## src/rtl/ext_bus_pkg.sv

```systemverilog
// ext_bus_sequencer shared types and constants.
// Byte-serial bus phases, pad widths and CMD byte layout.
package ext_bus_pkg;

  localparam int BYTES_PER_WORD = 4;
  localparam int PAD_W          = 8;

  localparam int CMD_WE    = 0;
  localparam int CMD_GRANT = 1;

  localparam logic [PAD_W-1:0] OE_DRIVE   = 8'hFF;
  localparam logic [PAD_W-1:0] OE_RELEASE = 8'h00;

  typedef enum logic [2:0] {
    IDLE,
    ADDR,
    CMD,
    DATA,
    DONE
  } state_e;

  function automatic logic [PAD_W-1:0] word_byte(
    input logic [31:0] w,
    input logic [1:0]  k
  );
    return w[{k, 3'b000} +: PAD_W];
  endfunction

endpackage

```

## src/rtl/ext_bus_if.sv

```systemverilog
// Requester handshake and pad lanes of the external bus sequencer.
// slave = sequencer side, master = core/pad side.
interface ext_bus_if;

  logic        m0_req;
  logic        m0_we;
  logic [31:0] m0_addr;
  logic [31:0] m0_wdata;
  logic        m0_ack;

  logic        m1_req;
  logic        m1_we;
  logic [31:0] m1_addr;
  logic [31:0] m1_wdata;
  logic        m1_ack;

  logic [31:0] rdata;
  logic        busy;

  logic [7:0]  pad_out;
  logic [7:0]  pad_io_out;
  logic [7:0]  pad_io_in;
  logic [7:0]  pad_io_oe;

  modport slave (
    input  m0_req, m0_we, m0_addr, m0_wdata,
    input  m1_req, m1_we, m1_addr, m1_wdata,
    input  pad_io_in,
    output m0_ack, m1_ack, rdata, busy,
    output pad_out, pad_io_out, pad_io_oe
  );

  modport master (
    output m0_req, m0_we, m0_addr, m0_wdata,
    output m1_req, m1_we, m1_addr, m1_wdata,
    output pad_io_in,
    input  m0_ack, m1_ack, rdata, busy,
    input  pad_out, pad_io_out, pad_io_oe
  );

endinterface

```

## src/rtl/ext_bus_sequencer_arb.sv

```systemverilog
// Two-requester round-robin arbiter.
// last_q starts at 1 so port 0 wins the first tie.
module rr_arbiter2 (
  input  logic       clk,
  input  logic       rst,
  input  logic [1:0] req_i,
  input  logic       upd_i,
  output logic       gnt_id_o,
  output logic       any_o
);

  logic last_q, last_d;

  always_comb begin
    any_o = |req_i;
    if (req_i == 2'b11) gnt_id_o = ~last_q;
    else                gnt_id_o = req_i[1];
    last_d = upd_i ? gnt_id_o : last_q;
  end

  always_ff @(posedge clk) begin
    if (rst) last_q <= 1'b1;
    else     last_q <= last_d;
  end

endmodule

```

## src/rtl/ext_bus_sequencer.sv

```systemverilog
// Byte-serial external bus sequencer with two-port round-robin grant.
// Outputs are registered from next-state values for fixed 10-cycle latency.
module ext_bus_sequencer
  import ext_bus_pkg::*;
(
  input  logic     clk,
  input  logic     rst,
  ext_bus_if.slave bus
);

  localparam logic [1:0] LAST_PH = 2'(BYTES_PER_WORD - 1);

  state_e           state_q, state_d;
  logic [1:0]       phase_q, phase_d;
  logic [31:0]      addr_q, addr_d;
  logic [31:0]      wdata_q, wdata_d;
  logic [31:0]      rdata_q, rdata_d;
  logic             we_q, we_d;
  logic             gid_q, gid_d;
  logic [PAD_W-1:0] pad_q, pad_d;
  logic [PAD_W-1:0] io_q, io_d;
  logic [PAD_W-1:0] oe_q, oe_d;
  logic [1:0]       ack_q, ack_d;
  logic             busy_q, busy_d;
  logic             any_req, gnt_id, grant;

  rr_arbiter2 u_arb (
    .clk      (clk),
    .rst      (rst),
    .req_i    ({bus.m1_req, bus.m0_req}),
    .upd_i    (grant),
    .gnt_id_o (gnt_id),
    .any_o    (any_req)
  );

  assign grant = (state_q == IDLE) && any_req;

  always_ff @(posedge clk) begin
    if (rst) begin
      state_q <= IDLE;
      phase_q <= '0;
    end else begin
      state_q <= state_d;
      phase_q <= phase_d;
    end
  end

  always_comb begin
    state_d = state_q;
    phase_d = phase_q;
    unique case (state_q)
      IDLE: if (any_req) begin
        state_d = ADDR;
        phase_d = '0;
      end
      ADDR: if (phase_q == LAST_PH) begin
        state_d = CMD;
        phase_d = '0;
      end else begin
        phase_d = phase_q + 2'd1;
      end
      CMD: begin
        state_d = DATA;
        phase_d = '0;
      end
      DATA: if (phase_q == LAST_PH) begin
        state_d = DONE;
        phase_d = '0;
      end else begin
        phase_d = phase_q + 2'd1;
      end
      DONE:    state_d = IDLE;
      default: state_d = IDLE;
    endcase
  end

  // Transfer context latched on the grant edge; read bytes land LSB first
  always_comb begin
    addr_d  = addr_q;
    wdata_d = wdata_q;
    we_d    = we_q;
    gid_d   = gid_q;
    rdata_d = rdata_q;
    if (grant) begin
      gid_d   = gnt_id;
      we_d    = gnt_id ? bus.m1_we    : bus.m0_we;
      addr_d  = gnt_id ? bus.m1_addr  : bus.m0_addr;
      wdata_d = gnt_id ? bus.m1_wdata : bus.m0_wdata;
    end
    if (state_q == DATA && !we_q)
      rdata_d[{phase_q, 3'b000} +: PAD_W] = bus.pad_io_in;
  end

  always_comb begin
    pad_d  = '0;
    io_d   = '0;
    oe_d   = OE_RELEASE;
    ack_d  = '0;
    busy_d = (state_d != IDLE);
    unique case (state_d)
      ADDR: begin
        pad_d = word_byte(addr_d, phase_d);
        oe_d  = OE_DRIVE;
        io_d  = we_d ? word_byte(wdata_d, phase_d) : '0;
      end
      CMD: begin
        pad_d[CMD_WE]    = we_d;
        pad_d[CMD_GRANT] = gid_d;
      end
      DATA: if (we_d) begin
        oe_d = OE_DRIVE;
        io_d = word_byte(wdata_d, phase_d);
      end
      DONE:    ack_d[gid_d] = 1'b1;
      default: ;
    endcase
  end

  always_ff @(posedge clk) begin
    if (rst) begin
      addr_q  <= '0;
      wdata_q <= '0;
      we_q    <= 1'b0;
      gid_q   <= 1'b0;
      rdata_q <= '0;
      pad_q   <= '0;
      io_q    <= '0;
      oe_q    <= OE_RELEASE;
      ack_q   <= '0;
      busy_q  <= 1'b0;
    end else begin
      addr_q  <= addr_d;
      wdata_q <= wdata_d;
      we_q    <= we_d;
      gid_q   <= gid_d;
      rdata_q <= rdata_d;
      pad_q   <= pad_d;
      io_q    <= io_d;
      oe_q    <= oe_d;
      ack_q   <= ack_d;
      busy_q  <= busy_d;
    end
  end

  assign bus.m0_ack     = ack_q[0];
  assign bus.m1_ack     = ack_q[1];
  assign bus.rdata      = rdata_q;
  assign bus.busy       = busy_q;
  assign bus.pad_out    = pad_q;
  assign bus.pad_io_out = io_q;
  assign bus.pad_io_oe  = oe_q;

endmodule
```

## src/flat_wrapper.sv

```systemverilog
// flat-port wrapper written by rule: the top's interface ports become plain ports
module ext_bus_sequencer_flat import ext_bus_pkg::*;
  (clk, rst, bus_m0_req, bus_m0_we, bus_m0_addr, bus_m0_wdata, bus_m1_req, bus_m1_we, bus_m1_addr, bus_m1_wdata, bus_pad_io_in, bus_m0_ack, bus_m1_ack, bus_rdata, bus_busy, bus_pad_out, bus_pad_io_out, bus_pad_io_oe);
  ext_bus_if bus_i ();
  input  logic clk;
  input  logic rst;
  input wire logic [$bits(bus_i.m0_req)-1:0] bus_m0_req;
  input wire logic [$bits(bus_i.m0_we)-1:0] bus_m0_we;
  input wire logic [$bits(bus_i.m0_addr)-1:0] bus_m0_addr;
  input wire logic [$bits(bus_i.m0_wdata)-1:0] bus_m0_wdata;
  input wire logic [$bits(bus_i.m1_req)-1:0] bus_m1_req;
  input wire logic [$bits(bus_i.m1_we)-1:0] bus_m1_we;
  input wire logic [$bits(bus_i.m1_addr)-1:0] bus_m1_addr;
  input wire logic [$bits(bus_i.m1_wdata)-1:0] bus_m1_wdata;
  input wire logic [$bits(bus_i.pad_io_in)-1:0] bus_pad_io_in;
  output wire logic [$bits(bus_i.m0_ack)-1:0] bus_m0_ack;
  output wire logic [$bits(bus_i.m1_ack)-1:0] bus_m1_ack;
  output wire logic [$bits(bus_i.rdata)-1:0] bus_rdata;
  output wire logic [$bits(bus_i.busy)-1:0] bus_busy;
  output wire logic [$bits(bus_i.pad_out)-1:0] bus_pad_out;
  output wire logic [$bits(bus_i.pad_io_out)-1:0] bus_pad_io_out;
  output wire logic [$bits(bus_i.pad_io_oe)-1:0] bus_pad_io_oe;
  assign bus_i.m0_req = bus_m0_req;
  assign bus_i.m0_we = bus_m0_we;
  assign bus_i.m0_addr = bus_m0_addr;
  assign bus_i.m0_wdata = bus_m0_wdata;
  assign bus_i.m1_req = bus_m1_req;
  assign bus_i.m1_we = bus_m1_we;
  assign bus_i.m1_addr = bus_m1_addr;
  assign bus_i.m1_wdata = bus_m1_wdata;
  assign bus_i.pad_io_in = bus_pad_io_in;
  assign bus_m0_ack = bus_i.m0_ack;
  assign bus_m1_ack = bus_i.m1_ack;
  assign bus_rdata = bus_i.rdata;
  assign bus_busy = bus_i.busy;
  assign bus_pad_out = bus_i.pad_out;
  assign bus_pad_io_out = bus_i.pad_io_out;
  assign bus_pad_io_oe = bus_i.pad_io_oe;
  ext_bus_sequencer u_core (.clk(clk), .rst(rst), .bus(bus_i));
endmodule
```

## config.mk

```make
export PLATFORM = sky130hd
export DESIGN_NAME = ext_bus_sequencer_flat
export DESIGN_NICKNAME = d
export VERILOG_FILES = /design/src/rtl/ext_bus_pkg.sv /design/src/rtl/ext_bus_if.sv /design/src/rtl/ext_bus_sequencer_arb.sv /design/src/rtl/ext_bus_sequencer.sv /design/src/flat_wrapper.sv
export SDC_FILE = /design/constraint.sdc
export NUM_CORES = 1
export LEC_CHECK = 0
export CORE_MARGIN = 2
export CORE_UTILIZATION = 41
export DETAILED_ROUTE_END_ITERATION = 6
export PLACE_DENSITY = 0.77
export SLEW_MARGIN = 20
export SYNTH_ARGS = -nofsm -noshare
export SYNTH_HDL_FRONTEND = slang
export SYNTH_SLANG_ARGS = --single-unit
export TNS_END_PERCENT = 100
```

## constraint.sdc

```tcl
create_clock -name clk -period 2.9 [get_ports clk]
set_input_delay 0.29 -clock clk [delete_from_list [all_inputs] [get_ports clk]]
set_output_delay 0.29 -clock clk [all_outputs]
set_load 0.005 [all_outputs]
```

== Word level (Yosys, flattened, before mapping) ==
Index checks and enable logic that the tools add are counted.
Word-level totals
  memory bits (writable): 0
  register bits after elaboration: 131
  bits in latches: 0
  input port bits: 142
  memory bits (read-only): 0
  memories kept: 0
Operators by class
  reduce and logical (&&, ||, !) cells: 12
  mux-type cells: 21
  shifts and indexed selects: 4
  order comparisons: 2
  eq/ne operators: 9
  divide/modulo/power cells: 0
  $mul: 0
  bitwise logic cells: 5
  add/sub/neg operators: 2
Operators by type and width (number)
  $mux W32: 4
  $shiftx A32 B6 Y8: 2
  $bwmux W32: 1
  $shift A8 B7 Y32 const A: 1
  $shiftx A8 B7 Y32: 1
  $pmux W8 S2: 1
  $eq A3 B2 Y1 const B: 4
  $pmux W3 S4: 1
  $reduce_or A2 Y1: 5
  $mux W3: 3
  $mux W8: 1
  $neg A5 Y7: 1
  $eq A3 B1 Y1 const B: 2
  $pmux W2 S3: 1
  $mux W1: 5
  $not A1 Y1: 5
  $eq A2 B2 Y1 const B: 2
  $mux W2: 2
  $pmux W2 S2: 1
  $eq A3 B3 Y1 const B: 1
  $logic_and A1 B1 Y1: 3
  $logic_not A3 Y1: 1
  $reduce_bool A3 Y1: 1
  $reduce_or A3 Y1: 1
  5 further kinds: 5

== Longest topological paths before layout ==
  depth after elaboration: 7
  mapped depth: 11

== Cells and area by module ==
From an unflattened synthesis, not the netlist that was laid out.
Unflattened totals
  cells, all modules: 655
  area, all modules: 5760.5 um^2
Modules (own cells, without submodules)
  ext_bus_sequencer: cells an instance 650, sequential area each 2462.4 um^2, area an instance 5711.7 um^2, times used 1
  rr_arbiter2: cells an instance 5, sequential area each 20.0 um^2, area an instance 48.8 um^2, times used 1

== Worst setup path before layout ==
Ideal clock, no wire load.
  kind: reg-to-reg
  start: register u_core.phase_q[1]
  end: register u_core.pad_q[1], in the netlist u_core.bus.pad_out[1]
  data arrival time: 2.564 ns
  path slack: 0.219 ns
  library setup time: 0.117 ns
  required time: 2.783 ns
  stages on the path, launching flop included: 11
  cell sequence: dfxtp_1 clkbuf_1 inv_1 ha_1 buf_2 and3b_1 a211o_1 buf_4 mux2_4 o311a_1 a22o_1
On the way
  longest elaborated chain between the ends: 5
  elaborated cells on any way between the ends: 12
RTL lines
  from (decl): line ext_bus_sequencer.sv:14  | logic [1:0] phase_q, phase_d;
  from (signal assigned): line ext_bus_sequencer.sv:44  | phase_q <= phase_d;
  $add A2 B1 Y2 or $eq A2 B2 Y1 (tied branches)
  $mux W2, or another cell as far along: line ext_bus_sequencer.sv:56, ext_bus_sequencer.sv:66
  $pmux W2 S3 or $pmux W3 S4 (tied branches): line ext_bus_sequencer.sv:51  | unique case (state_q)
  $shiftx A32 B6 Y8, or another cell as far along: line ext_bus_pkg.sv:26  | return w[{k, 3'b000} +: PAD_W];
  $pmux W2 S2 (*): line ext_bus_sequencer.sv:100  | unique case (state_d)
  to (signal assigned): line ext_bus_sequencer.sv:137  | pad_q <= pad_d;
  to (decl): line ext_bus_sequencer.sv:20  | logic [PAD_W-1:0] pad_q, pad_d;
Mark *: on every way between the ends. The rest lies on a longest branch, timed or not.
A chain may end at the register's enable or synchronous reset.

== Worst setup path in the final report ==
  start: register u_core.phase_q[0]
  end: register u_core.io_q[7], in the netlist u_core.bus.pad_io_out[7]
On the way
  longest elaborated chain between the ends: 7
  elaborated cells on any way between the ends: 14
RTL lines
  parallel branches: the longest is 7 deep, another holds $add A2 B1 Y2
  to (signal assigned): line ext_bus_sequencer.sv:138  | io_q <= io_d;
  to (decl): line ext_bus_sequencer.sv:21  | logic [PAD_W-1:0] io_q, io_d;
Parallel ways; which one is timed is not known.

==> impl_results.md <==
- Row count: 43
- Tmin final: approximately 2.5 ns
- Finished Core Util: 0.616
- Seq/Total Area, Yosys: 0.434
- Internal: between 3 and 4 mW
- CTS Buf Count: 17
- Critical path type: reg2reg
- All-layer global routing usage: 0.226
- Top post-synthesis cells by count: nand2_1 (166), dfxtp_1 (124), nor2_1 (66), a21oi_1 (42), nand3_1 (36)
- FMAX: 394 MHz
- Cell variety after synth: approximately 50
- Clock power frac: 0.452
- CTS Sinks: between 100 and 150
- TritonCTS clock tree: yes
- Combinational share of power: 0.168
- Layout fillers: around 1200
- Slew Viols, Final: 0
- Finish-stage setup viols: 0
- Latest clock arrival within the worst-skew pair: between 0.4 and 0.5 ns
- Post-synth net total: ~870
- Sw power: 1.25 mW
- Core area: roughly 14000 µm²
- Mapped Area: 5730 µm²
- Die Area: around 15000 µm²
- Initial antenna violation count: 0
- Syn-to-layout area delta: 48.1%
- Synth warn: 0
- Chip Width: between 100 and 150 µm
- Vias in the first global route: around 5200
- Root Buffer Master: clkbuf_16
- M1 WL: roughly 7700 µm
- Hold crit path type: in2reg
- Uppermost layer routed: met4
- Synth area leader: dfxtp_1
- Maxcap violations: 0
- Post-CTS setup buffer count: 0
- Hold slack: approximately 0.26 ns
- Global-route wire length before repair: approximately 26000 µm
- Number of I/O pins: 201
- Final wirelength: roughly 17000 µm
- Hold Violations, Final: 0
- CP Launch Type: flop
- Syn_area_per_cell: roughly 8 µm²
- Via count: about 5800
- Share of cells above drive strength 1: 0.0760
- Data arrival time at the worst-slack endpoint: 2.88 ns
- WL/cell: ~15 µm
- Lkg Pwr: roughly 3.3 nW
- Gr ovfl total: 0
- Vias/cell: about 5.3
- Count leader, synth: nand2_1
- Hold_buf cts: 0
- Slew Limit Headroom: 0.354
- Sequential share of power: 0.380
- Mapped Cells: a little over 700
- Met2 WL: ~7500 µm
- Top_reg_cell synth: dfxtp_1
- Resized cells post-CTS: 0
- H-tree lvl count: 4
- WL met3: 1280 µm
- Port Buf Inserts: 200
- Crit-path max FO: 9
- #FFs+latches synth: between 100 and 150
- Dpl hpwl: 12200 µm
- Max Root-Sink Buffers: 2
- Initial core utilization: 0.416
- DR pass1 iterations: 5
- Final ANT Viol Nets: 0
- Chip height: about 120 µm
- Share of synthesized registers carrying an async set or reset: 0
- # DRC: 0
- Synth top area share: 0.434
- Switching share of power: 0.251
- Largest net degree at the start of global routing: between 60 and 70
- RSZ-0062 raised after global routing: no
- Top post-synthesis cells by area: dfxtp_1 (43%), nand2_1 (11%), nor2_1 (4.3%), a311oi_1 (4.1%), a21oi_1 (3.7%)
- Outcome: finished, final reports clean
- Worst-margin pin slew: 0.968 ns
- Final Cell Area: 8480 µm²
- Clock transition at path regs: ~0.06 ns
- Tcrit/Tclk final: 0.875
- Setup TNS: 0 ns
- WP data required: roughly 3.2 ns
- Nets: about 1000
- Initial DRC count: 499
- Post-synth EDFFs: 0
- N_diodes: 0
- Crit. End Element: flop
- Post-DP Area: 7850 µm²
- Power per standard cell area: about 590 nW/µm²
- Clock skew: around 0.006 ns
- Placer Congestion: 0.842
- VDD IR max: between 0.4 and 0.5 mV
-- power groups by stage --
stage / sequential (mW) / clock (mW) / combinational (mW)
finish: 1.89 / 2.25 / 0.834
global route: 1.90 / 2.35 / 0.915
CTS: 1.89 / 2.27 / 0.836
detailed placement: 1.92 / 0 / 0.829
global placement: 1.92 / 0 / 0.822
floorplan: 1.90 / 0 / 0.446
-- critical path, cell delays in order (launching register included) --
cell and delay [ns]:
dfxtp_1 0.32, inv_1 0.08, ha_1 0.41, and3b_1 0.27
a211o_1 0.35, buf_4 0.20, nor2_1 0.47, o211ai_1 0.18
a31oi_1 0.19
-- cell type report --
type	count	area (µm²)	area share
Sequential cell	124	2480	0.293
Timing Repair Buffer	222	2190	0.258
Multi-Input combinational cell	524	2930	0.345
Clock buffer	18	439	0.0518
Clock inverter	14	193	0.0227
Tap cell	180	225	0.0266
Inverter	6	22.5	0.00266
-- cells in the final DEF (no fill, tap or decap), drive strengths merged, types with 9 or more instances in the layout --
| cell type | count |
|---|---|
| o21ai | 18 |
| buf | 23 |
| nor2 | 68 |
| and3 | 21 |
| dfxtp | 124 |
| clkbuf | 18 |
| a311oi | 27 |
| nand3 | 36 |
| nor3 | 19 |
| nand2 | 166 |
| a21oi | 42 |
| clkdlybuf4s50 | 199 |
| o211a | 10 |
| a211o | 9 |
| o211ai | 17 |
| o22a | 16 |
-- layer usage --
layer  vias to the layer above  GRT usage
met4                         0     0.0891
met1                      2583      0.314
met2                       242      0.345
met5                         -          0
li1                       2900          -
met3                        31     0.0463
-- registers in the layout, indices dropped and copies added, names as in the netlist --
signal / flops
u_core.bus.pad_io_out: 8
u_core.bus.pad_io_oe: 1
u_core.state_q: 3
u_core.addr_q: 32
u_core.bus.busy: 1
u_core.u_arb.last_q: 1
u_core.ack_q: 2
u_core.we_q: 1
u_core.bus.pad_out: 8
u_core.gid_q: 1
u_core.bus.rdata: 32
u_core.wdata_q: 32
u_core.phase_q: 2
-- worst paths after layout --
path	startpoint	endpoint	slack [ns]	depth (start not counted)
worst max-delay path	u_core.phase_q[0]	u_core.bus.pad_io_out[7]	0.36	8
worst min-delay path	rst	u_core.bus.rdata[24]	0.26	2
worst max register to register	u_core.phase_q[0]	u_core.bus.pad_io_out[7]	0.36	8
worst min register to register	u_core.bus.rdata[3]	u_core.bus.rdata[3]	0.45	2
-- metrics by stage --
step                worst slack, ns  instances  power, mW
floorplan                     0.219        717       2.35
global placement              0.380       1056       2.74
detailed placement            0.336       1056       2.75
CTS                           0.362       1088       4.99
global route                  0.133       1088       5.17
finish                        0.363       1088       4.97
-- cell families (layout without fill, tap and decap cells) --
logic type                 Yosys count  in the layout  share of synthesized area
muxes                                8              8                     0.0162
xor gates and xnor gates             1              1                    0.00153
DFF                                124            124                      0.434
AOI/OAI and AO/OA                  172            172                      0.218
buffers and inverters               69            260                     0.0577
adders and majority gates            6              6                     0.0131
and+or+nand+nor                    337            337                      0.260
Note: power is estimated with default switching activity, not from simulation.
